### config.mk
export PLATFORM = sky130hd
export DESIGN_NAME = program_memory_loader
export DESIGN_NICKNAME = d
export VERILOG_FILES = /design/src/rtl/program_memory_loader.sv
export SDC_FILE = /design/constraint.sdc
export NUM_CORES = 1
export LEC_CHECK = 0
export ABC_AREA = 1
export CAP_MARGIN = 30
export CORE_ASPECT_RATIO = 2
export CORE_MARGIN = 2
export CORE_UTILIZATION = 60
export DETAILED_ROUTE_END_ITERATION = 7
export PLACE_DENSITY_LB_ADDON = 0.15
export SETUP_SLACK_MARGIN = 0.5
export SYNTH_ARGS = -nofsm -noshare
export SYNTH_HDL_FRONTEND = slang
export SYNTH_SLANG_ARGS = --single-unit
### constraint.sdc
create_clock -name clk -period 4.3 [get_ports clk]
set_input_delay 0.43 -clock clk [delete_from_list [all_inputs] [get_ports clk]]
set_output_delay 0.43 -clock clk [all_outputs]
set_load 0.05 [all_outputs]
### src/rtl/program_memory_loader.sv
// 64x8 program RAM for the adding-machine CPU with a byte-stream loader.
// The loader parks the CPU via cpu_hold, fills ascending addresses and reports a mod-2**DATA_W checksum.
module program_memory_loader #(
  parameter int ADDR_W   = 6,
  parameter int DATA_W   = 8,
  parameter int LOAD_LEN = 64
) (
  input  logic              clk,
  input  logic              reset,
  input  logic [ADDR_W-1:0] adr_bus,
  input  logic              rd_mem,
  input  logic              wr_mem,
  input  logic [DATA_W-1:0] data_bus_out,
  output logic [DATA_W-1:0] data_bus_in,
  input  logic              ld_start,
  input  logic              ld_valid,
  input  logic [DATA_W-1:0] ld_data,
  output logic              ld_ready,
  output logic              ld_done,
  output logic [DATA_W-1:0] ld_sum,
  output logic              cpu_hold
);

  localparam int                DEPTH     = 1 << ADDR_W;
  localparam logic [ADDR_W-1:0] LAST_ADDR = ADDR_W'(LOAD_LEN - 1);

  typedef enum logic [1:0] {
    IDLE,
    LOAD,
    DONE
  } state_t;

  state_t            state_q, state_d;
  logic [ADDR_W-1:0] cnt_q, cnt_d;
  logic [DATA_W-1:0] sum_q, sum_d;
  logic              ld_xfer;
  logic              cpu_wr;

  logic [DATA_W-1:0] mem [DEPTH];

  // NOTE: every signal assigned here gets a default first, so no path can infer a latch.
  always_comb begin
    state_d = state_q;
    cnt_d   = cnt_q;
    sum_d   = sum_q;
    ld_xfer = 1'b0;
    unique case (state_q)
      IDLE: begin
        if (ld_start) begin
          state_d = LOAD;
          cnt_d   = '0;
          sum_d   = '0;
        end
      end
      LOAD: begin
        if (ld_valid) begin
          ld_xfer = 1'b1;
          cnt_d   = cnt_q + 1'b1;
          sum_d   = sum_q + ld_data;
          if (cnt_q == LAST_ADDR) state_d = DONE;
        end
      end
      DONE:    state_d = IDLE;
      default: state_d = IDLE;
    endcase
  end

  // NOTE: state registers use non-blocking assignments so every flop samples pre-edge values.
  always_ff @(posedge clk or negedge reset) begin
    if (!reset) begin
      state_q <= IDLE;
      cnt_q   <= '0;
      sum_q   <= '0;
    end else begin
      state_q <= state_d;
      cnt_q   <= cnt_d;
      sum_q   <= sum_d;
    end
  end

  assign cpu_hold = (state_q != IDLE);
  assign ld_ready = (state_q == LOAD);
  assign ld_done  = (state_q == DONE);
  assign ld_sum   = sum_q;
  assign cpu_wr   = wr_mem && !cpu_hold;

  // NOTE: the RAM has no reset so it maps onto plain memory and a loaded program survives reset.
  always_ff @(posedge clk) begin
    if (ld_xfer) begin
      mem[cnt_q] <= ld_data;
    end else if (cpu_wr) begin
      mem[adr_bus] <= data_bus_out;
    end
  end

  // Read path is asynchronous, so a same-cycle read/write returns the old word.
  assign data_bus_in = (rd_mem && !cpu_hold) ? mem[adr_bus] : '0;

endmodule

==> flow_summary_export.csv <==
group,metric,value,unit
outcome,outcome,"complete, no violations",
synth,synth_seq_cells,528,
sta,finalHoldViolCount,0,
synth,yosysTopAreaCellShare,69.72,%
sta,rsz0062_at_grt,"no",
power_and_ir_drop,ir_drop,0.0004105,V
global_route,grt_use_total,30.01,%
global_route,antenna_found_initial,0,
floorplanning,fp-row-count,99,
sta,fin_crit,3.371,ns
detailed_routing,drtPass1Iterations,5,
layout,fin_cells,2485,
setup_path,critical_path.slowest_cell,"buf_12",
power_and_ir_drop,clockPowerShare,33.9,%
cts,clk_latency,0.55,ns
detailed_routing,drtIter0Drc,1534,
floorplanning,die_w,139.6,um
layout,stdcell_area,0.02478,mm^2
detailed_routing,via_per_inst,6.043,
floorplanning,die_h,275.1,um
global_route,grt_max_degree,149,
place,dp_hpwl,35610,um
sta,worst_pin_slew,0.8752,ns
setup_path,cp.arrival,2.94,ns
floorplanning,die_area,0.03840,mm^2
setup_path,crit_path_end_kind,"output port",
power_and_ir_drop,switching_power,3026,uW
synth,seq_area_frac_synth,71.53,%
setup_path,startpoint_type,"input port",
cts,clkSinkCount,528,
setup_path,crit_chain,"buf_6 > buf_12 > nand2_1 > nand3_1 > nand3_1 > nand2_1 > nand2_1 > nand3_1 > nand3_1 > a21oi_1 > buf_12",
cts,clk_path_buf_depth,3,
power_and_ir_drop,seq_power_share,51.8,%
setup_path,cp_common_cell,"nand3_1",
sta,worst_slack,0.9291,ns
setup_path,cpPeakStageDelay,0.52,ns
synth,syn_inst,1936,
global_route,grt_pass1_vias,14910,
place,dp_worst_setup_slack,0.7730,ns
sta,skew,0.01292,ns
floorplanning,ios,47,
synth,yosysUniqueCellTypes,29,
cts,ctsResizeCount,0,
layout,regArea,0.01578,mm^2
cts,cts_hold_buf,0,
setup_path,cp_max_fo,148,
layout,drive_above_1_share,9.257,%
detailed_routing,antenna_left,0,
place,place_area,0.02341,mm^2
cts,clkTransAtPathRegs,0.07,ns
setup_path,cp.required,3.87,ns
synth,avgSynthCellArea,11.39,um^2
cts,cts-buffers-inserted,44,
layout,multi_input_area,0.005659,mm^2
place,io_buffers,46,
place,gp_congestion,0.9193,
sta,min_period_over_period,78.39,%
layout,area_growth_syn_to_layout,12.36,%
setup_path,crit_type,"input port to output port",
global_route,grt_pass1_wl,86500,um
cts,tritoncts,"done",
synth,syn_nets,1973,
worst_hold_path,hold_path_class,"input port to async pin",
cts,post-cts-setup-buffers,0,
flow_run,maxCapViolations,0,
floorplanning,initial_core_util,60.56,%
synth,yosysTopAreaCell,"edfxtp_1",
layout,antennaDiodeCount,0,
synth,yosysWarnings,0,
sta,clock.fmax,0.2967,GHz
layout,final.fill_count,2689,
power_and_ir_drop,p_total,11510,uW
sta,tns,0,ns
power_and_ir_drop,p_leak,0.009126,uW
power_and_ir_drop,power.density,464.4,mW/mm^2
place,dp_cells,2410,
global_route,grt-ovfl-total,0,
power_and_ir_drop,switching_share,26.30,%
power_and_ir_drop,p_int,8480,uW
cts,clock-root-buffer,"clkbuf_16",
detailed_routing,routed_wl,57140,um
detailed_routing,vias,15020,
detailed_routing,drc,0,
floorplanning,core,0.03642,mm^2
power_and_ir_drop,comb_power_share,14.3,%
synth,synth_area_leaders,"edfxtp_1 (70%), nand2_1 (12%), nand3_1 (10%)",
sta,finalSetupViolations,0,
layout,fin_nets,2039,
synth,synth_area,0.02205,mm^2
detailed_routing,avgRoutedWirePerCell,22.99,um
sta,final_max_slew_viol_count,0,
sta,max-slew-margin-rel,41.65,%
cts,cts.htree.levels,2,
==> sequential cells by signal (all words and copies together) (netlist names) <==
name / count
mem: 512
ld_sum: 8
cnt_q: 6
state_q: 2
==> power by group through the flow <==
stage               logic [uW]  registers (uW)  clock network, uW
floorplan                  874            6170                  0
global placement          1600            6060                  0
detailed placement        1630            6070                  0
CTS                       1640            5960               3930
global route              1760            5970               4100
finish                    1640            5960               3900
==> cell type report <==
class,count,share of cell area (%)
repair buffers,133,5.246
well taps,454,2.292
clock buffers,51,4.635
flip-flops and latches,528,63.66
multi-input cells,1269,22.84
clock inverters,24,0.8988
inverters,26,0.4242
==> synthesized netlist by cell type <==
| library cell | n |
|---|---|
| nand2_1 | 680 |
| edfxtp_1 | 512 |
| nand3_1 | 442 |
| nor2_1 | 65 |
| buf_2 | 45 |
| clkbuf_1 | 39 |
| inv_1 | 22 |
| a21oi_1 | 18 |
| buf_1 | 18 |
| dfrtp_1 | 16 |
| buf_4 | 11 |
| ha_1 | 8 |
| mux2_2 | 8 |
| nor4_1 | 8 |
| nand4_1 | 7 |
| nor3_1 | 6 |
| o21ai_0 | 5 |
| inv_2 | 4 |
| o21ai_2 | 4 |
| a22o_1 | 3 |
| nand4_2 | 3 |
| nor2_2 | 3 |
| o21ai_4 | 2 |
| xor2_1 | 2 |
| fa_1 | 1 |
| nand3_2 | 1 |
| o41ai_1 | 1 |
| or2_2 | 1 |
| xnor2_1 | 1 |
==> placed cells by master, fill, tap and decap left out, drive strengths merged <==
cell	netlist	final
a21oi	18	18
nand2	680	680
clkbuf	39	51
a22o	3	3
fa	1	1
edfxtp	512	512
o41ai	1	1
xor2	2	2
clkinv	0	17
nor2	68	68
clkinvlp	0	2
ha	8	8
nor4	8	8
xnor2	1	1
dfrtp	16	16
nand3	443	443
inv	26	27
clkdlybuf4s50	0	35
or2	1	1
bufinv	0	4
o21ai	11	11
nand4	10	10
mux2	8	8
nor3	6	6
buf	74	98
==> stage by stage <==
stage / hold WS, ns / util, %
6_report: 0.3573 / 68.04
5_1_grt: 0.4183 / 68.04
4_1_cts: 0.3524 / 68.04
3_5_place_dp: 0.5100 / 64.28
3_3_place_gp: 0.5064 / 64.28
2_1_floorplan: 0.1344 / -
==> cells by family (layout without fill, tap and decap cells) <==
| kind of cell | count (synthesis) | in the layout | synth area share, % |
|---|---|---|---|
| compound gates | 33 | 33 | 0.9872 |
| fa+ha+maj | 9 | 9 | 0.5447 |
| mux | 8 | 8 | 0.4085 |
| buf+inv | 139 | 234 | 2.808 |
| flops | 528 | 528 | 71.53 |
| simple gates | 1216 | 1216 | 23.60 |
| xor+xnor | 3 | 3 | 0.1192 |
==> worst paths after layout <==
path	endpoint	slack, ns	cells after the start	startpoint
worst max-delay path	data_bus_in[0]	0.93	11	adr_bus[0]
worst min-delay path	state_q[0]	0.36	1	reset
worst max register to register	mem[55][6]	0.95	7	state_q[1]
worst min register to register	ld_sum[5]	0.53	2	ld_sum[5]
max in group asynchronous	ld_sum[1]	3.42	1	reset
min in group clk	ld_sum[5]	0.53	2	ld_sum[5]
==> per-layer routing <==
metal / wire (um) / vias up / track usage (%)
met2: 30390 / 656 / 53.92
met1: 19560 / 7286 / 34.58
met5: 0 / - / 0
met4: 3829 / 0 / 18.42
met3: 3358 / 170 / 3.081
li1: - / 6906 / -
==> critical path: cells and delay by family <==
| family | cells | cell delay [ns] |
|---|---|---|
| buffers and inverters | 3 | 1.09 |
| AOI/OAI and AO/OA | 1 | 0.34 |
| and+or+nand+nor | 7 | 0.90 |
(Power assumes the default switching activity.)
==> patch 1, RTL diff (same settings) <==
Reset style: synchronous (`reset`), changed in one clocked block. Comments in the files are not updated.
--- a/src/rtl/program_memory_loader.sv
+++ b/src/rtl/program_memory_loader.sv
@@ -68,3 +68,3 @@
   // NOTE: state registers use non-blocking assignments so every flop samples pre-edge values.
-  always_ff @(posedge clk or negedge reset) begin
+  always_ff @(posedge clk) begin
     if (!reset) begin
Formal check against the unedited RTL: not equivalent (Yosys sat finds a counterexample within 4 cycles, from zero or initial values and one cycle with reset low; the reset may be asserted at any time).
==> patch 1 against the original RTL <==
Largest cell class unchanged; global-route usage is 0.49 points higher; synthesized cell count up 0.67%; worst setup slack better by 0.058 ns; clock skew grew 0.0022 ns; area after synthesis decreased by 0.27%; highest routed layer unchanged; sequential cell count unchanged; clock power grew 5%; routed wire length up 1.9%; final area rose by 0.50%; combinational power down 43%; total power decreased by 6.5%; core utilization increased by 0.57 points.
==> patch 1: results (changes against the original RTL) <==
Status
  – Outcome: finished clean

Synthesis
  – Synth unique cells: 34 (+17%)
  – Post-synth EDFFs: 512 (unchanged)
  – Post-Synth XOR/XNOR Area: 0.000796 (-0.000395)
  – Multiplexer share of the synthesized area: 0.00410 (+0.0000112)
  – Most frequent cells after synthesis: 678 x nand2_1, 512 x edfxtp_1, 441 x nand3_1
  – Sequential share of the synthesized area: 0.714 (-0.00169)
  – Post-synthesis adder-cell area fraction: 0.00546 (+0.0000149)
  – Ranking of synthesized cells by area: edfxtp_1 70%, nand2_1 12%, nand3_1 10%
  – Synth Area in Compound Gates: 0.0117 (+0.00185)
  – Syn nets: 1986 (+0.66%)
  – Post-synth ARST share: 0 (-0.0303)
  – Syn. warnings: 0 (unchanged)

Critical path
  – Slowest-stage cell, CP: buf_4
  – Critical R2R Capture: mem[0][2]
  – Max incr delay on CP: 0.44 ns (-0.08 ns)
  – CP Data Arrival Time: 2.88 ns (-0.06 ns)
  – Crit path max fanout: 50 (-66%)
  – Worst R2R Start: state_q[1]
  – Register-to-Register Setup Slack: 1.53 ns (+0.58 ns)

Final layout
  – Fill cell count: 2640 (-1.8%)
  – Clock buffers: 53 (+3.9%)
  – Multi-input logic cell count: 1277 (+0.63%)
  – Layout non-clock buf frac: 0.0564 (+0.00396)
  – Buffers outside the clock class: 152 (+14%)
  – Seq area share: 0.630 (-0.00638)
  – Share of layout cells above drive strength 1: 0.0969 (+0.00438)
  – Inverters: 30 (+15%)
  – Clock-cell share: 0.0578 (+0.00249)
  – Final nets: 2069 (+1.5%)
  – Area of the multi-input gates: 0.00567 mm² (+0.27%)

GRT
  – Pin count of the biggest net entering global routing: 145 (-2.7%)
  – GR Util All Layers: 0.305 (+0.00493)
  – First-pass GRT wire length: 87700 µm (+1.4%)

Routing
  – Final wirelength: 58200 µm (+1.9%)
  – Initial drt markers: 1537 (+0.20%)
  – ANT nets after route: 0 (unchanged)
  – DR vias: 15300 (+2.0%)
  – DR pass1 iterations: 6 (+1)

Clock tree
  – H-tree Lvls: 2 (unchanged)
  – Cts bufs inserted: 43 (-2.3%)

STA
  – Relative slew slack: 0.438 (+0.0216)
  – Clk_skew: 0.0151 ns (+0.00215 ns)

Worst hold path
  – Hold path cells: 2
  – Path category of the worst min-delay check: reg -> reg

Place
  – Placed cell area: 0.0235 mm² (+0.24%)
  – GPL Wtd Cong: 0.967 (+5.2%)
  – DPL Wire Length: 37500 µm (+5.2%)

Power and ir drop
  – Lkg Pwr: 9.13 nW (about the same)
  – VDD IR-drop max: 0.340 mV (-17%)
  – Int Pwr: 8.30 mW (-2.1%)
  – PD cells: 432 mW/mm² (-6.9%)
==> patch 1: cell types whose count changed in the layout (fill, tap and decap cells not counted), sizes merged, moves of 3 or more <==
cell    unedited run  this run
inv               27        30
a21oi             18        26
nor2              68        65
buf               98       117
dfrtp             16         0
bufinv             4         7
a22o               3         0
dfxtp              0        16
==> patch 1: per-layer routing <==
layer	track usage	up-vias	share of wire
met5	0	-	0
met2	0.545	766	0.52
met3	0.0399	200	0.072
met4	0.184	0	0.061
met1	0.350	7361	0.34
li1	-	6995	-
==> patch 1: power groups by stage <==
stage / registers [mW] / logic [mW] / clock network, mW
2_1_floorplan: 5.87 / 0.515 / 0
3_3_place_gp: 5.86 / 0.915 / 0
3_5_place_dp: 5.86 / 0.922 / 0
4_1_cts: 5.74 / 0.926 / 4.10
5_1_grt: 5.74 / 1.00 / 4.28
6_report: 5.74 / 0.938 / 4.08
==> patch 1: worst max path at each step <==
stage               startpoint              to  cells after the start
global route        adr_bus[1]  data_bus_in[4]                     11
CTS                 adr_bus[1]  data_bus_in[2]                     11
global placement    adr_bus[1]  data_bus_in[2]                     11
floorplan           state_q[0]      mem[40][0]                      6
finish              adr_bus[1]  data_bus_in[2]                     11
detailed placement  adr_bus[1]  data_bus_in[2]                     11
==> patch 1: metrics by stage <==
stage          setup slack (ns)  instances  power, mW  hold WS [ns]
2_1_floorplan              1.26       1949       6.38         0.457
3_5_place_dp               1.08       2441       6.78         0.478
6_report                  0.987       2517       10.8         0.488
3_3_place_gp               1.12       2441       6.77         0.472
5_1_grt                   0.916       2517       11.0         0.521
4_1_cts                    1.08       2517       10.8         0.492
==> patch 2, RTL diff (same flow settings) <==
Made on the original files. `ADDR_W`: 6 -> 7.
--- a/src/rtl/program_memory_loader.sv
+++ b/src/rtl/program_memory_loader.sv
@@ -3,3 +3,3 @@
 module program_memory_loader #(
-  parameter int ADDR_W   = 6,
+  parameter int ADDR_W   = 7,
   parameter int DATA_W   = 8,
Ports: changed (resized adr_bus); port bits go from 47 to 48. The function was not compared with the original's and may differ.
==> patch 2 against the original RTL <==
Worst setup slack worse by 0.39 ns; final area rose by 91%; worst hold slack lost 0.082 ns; total power is 90% higher; sequential cell count is 513 higher; largest cell class unchanged; routed wire length is 100% higher; fmax decreased by 10%; critical path type unchanged; area after synthesis increased by 95%; first-iteration DRC count up 88%; non-clock buffer count down 1.
==> patch 2: results (changes against the original RTL) <==
Place
  – DPL Wire Length: 70400 µm (+98%)
  – Port Buffer Count: 47 (+2.2%)
  – GPL Wtd Cong: 0.947 (+3.1%)
  – Placement Setup Slack: 0.632 ns (-0.141 ns)
  – Dpl cells: 4536 (+88%)

Synthesis
  – Post-Synth XOR/XNOR Area: 0.000203 (-0.000988)
  – Sequential share of the synthesized area: 0.724 (+0.00853)
  – Post-synth top area cell: edfxtp_1
  – Post-synthesis adder-cell area fraction: 0.00279 (-0.00266)
  – Synth Area in Compound Gates: 0.00566 (-0.00421)
  – Cells after Synth: 3723 (+92%)
  – Multiplexer share of the synthesized area: 0.00209 (-0.00199)
  – Synth unique cells: 38 (+31%)
  – Syn nets: 3761 (+91%)
  – Post-synth EDFFs: 1024 (+100%)
  – Post-synth ARST share: 0.0163 (-0.0140)
  – Most frequent cells after synthesis: 1212 x nand2_1, 1024 x edfxtp_1, 940 x nand3_1
  – Syn. warnings: 0 (unchanged)
  – Ranking of synthesized cells by area: edfxtp_1 71%, nand3_1 11%, nand2_1 11%

Clock tree
  – Post_cts resized: 0 (unchanged)
  – Post-CTS Setup Bufs: 0 (unchanged)
  – Worst skew pair latency: 0.66 ns (+0.11 ns)
  – CTS root buffer: clkbuf_16
  – H-tree Lvls: 3 (+1)
  – Clock transition at the registers of the reported paths: 0.07 ns (about the same)
  – Cts bufs inserted: 84 (+91%)

Critical path
  – Slowest-stage cell, CP: inv_16
  – Max incr delay on CP: 0.37 ns (-0.15 ns)
  – CP Data Arrival Time: 3.34 ns (+0.40 ns)
  – Kind of cell adding the most delay to the critical path: simple AND/OR/NAND/NOR gates
  – Crit path max fanout: 105 (-29%)

GRT
  – First-pass GRT wire length: 172000 µm (+99%)
  – GR Util All Layers: 0.311 (+0.0113)
  – Vias in the first global route: 28700 (+93%)
  – Initial antenna violation count: 0 (unchanged)
  – Pin count of the biggest net entering global routing: 141 (-5.4%)
  – GRT met3 Usage: 0.0373 (+0.00646)
  – M2 GR Usage: 0.553 (+0.0138)
  – Met1 Use GR: 0.356 (+0.0104)

Final layout
  – Share of layout cells above drive strength 1: 0.0732 (-0.0193)
  – Max reg flops: 1024 (+100%)
  – Biggest register: mem
  – Fin cells: 4685 (+89%)
  – Fill cell count: 5178 (+93%)

Routing
  – DR vias: 28800 (+92%)
  – Final wirelength: 115000 µm (+100%)
  – Initial drt markers: 2888 (+88%)
  – DR pass1 iterations: 6 (+1)

Status
  – Outcome: finished clean

Power and ir drop
  – Lkg Pwr: 16.8 nW (+84%)
  – VDD IR-drop max: 0.507 mV (+23%)

STA
  – Worst-Margin Slew: 1.12 ns (+0.247 ns)
  – Clk_skew: 0.0220 ns (+0.00910 ns)
patch 2: changes by cell type in the layout (fill, tap and decap cells not counted), sizes merged, moves of 17 or more:
cell / delta
nand2: +544
edfxtp: +512
nand3: +498
nor2: +100
clkbuf: +45
inv: +22
clkinv: +17
patch 2: final timing paths:
check                            from              to  slack [ns]  cells past startpoint
min in group clk             ld_start      state_q[0]        0.41                      3
min reg2reg                  cnt_q[6]      state_q[1]        0.48                      1
min                             reset       ld_sum[2]        0.27                      1
max in group asynchronous       reset       ld_sum[4]        3.46                      1
max                        adr_bus[0]  data_bus_in[4]        0.53                     14
max reg2reg                state_q[0]     mem[104][0]        1.23                      8
patch 2: layout make-up:
cell class	count	share of cell area
tap	916	0.0242
multi-input combinational	2401	0.224
clock inverter	54	0.0122
timing repair buffer	132	0.0304
clock buffer	95	0.0459
inverter	46	0.00426
sequential	1041	0.659
patch 2: report_power, final:
part | switching (mW) | leakage [nW] | internal [mW]
registers | 0.0860 | 9.42 | 11.4
clock network | 3.55 | 1.33 | 4.27
logic | 1.89 | 6.06 | 0.610
patch 2: metrics by stage:
step	area, µm²	hold WS [ns]	util	power, mW
after floorplan	43100	0.134	-	13.2
after global placement	44600	0.454	0.624	14.1
after detailed placement	44600	0.466	0.624	14.2
after CTS	47300	0.270	0.662	21.8
after global routing	47300	0.329	0.662	22.4
final	47300	0.275	0.662	21.8
patch 2: routing by layer:
| metal | part of all wire | routed length [µm] | vias up |
|---|---|---|---|
| li1 | - | - | 13000 |
| met1 | 0.34 | 38600 | 14100 |
| met2 | 0.52 | 60100 | 1379 |
| met3 | 0.072 | 8230 | 348 |
| met4 | 0.069 | 7910 | 0 |
| met5 | 0 | 0 | - |
patch 2: worst register-to-register path: stages, from the launching register on:
cell	delay (ns)
dfrtp_1	0.42
nor2_4	0.17
nand2_4	0.25
o21ai_2	0.33
inv_1	0.14
nor3_1	0.30
nand2_1	0.09
buf_4	0.29
nor2_1	0.70
patch 2: cell families (layout without fill, tap and decap cells):
family | count (synthesis) | after routing
AO/OA/AOI/OAI | 36 | 36
flip-flops | 1041 | 1041
XOR/XNOR | 1 | 1
multiplexers | 8 | 8
buffers and inverters | 281 | 327
AND/OR/NAND/NOR | 2347 | 2347
adder cells (fa/ha/maj) | 9 | 9
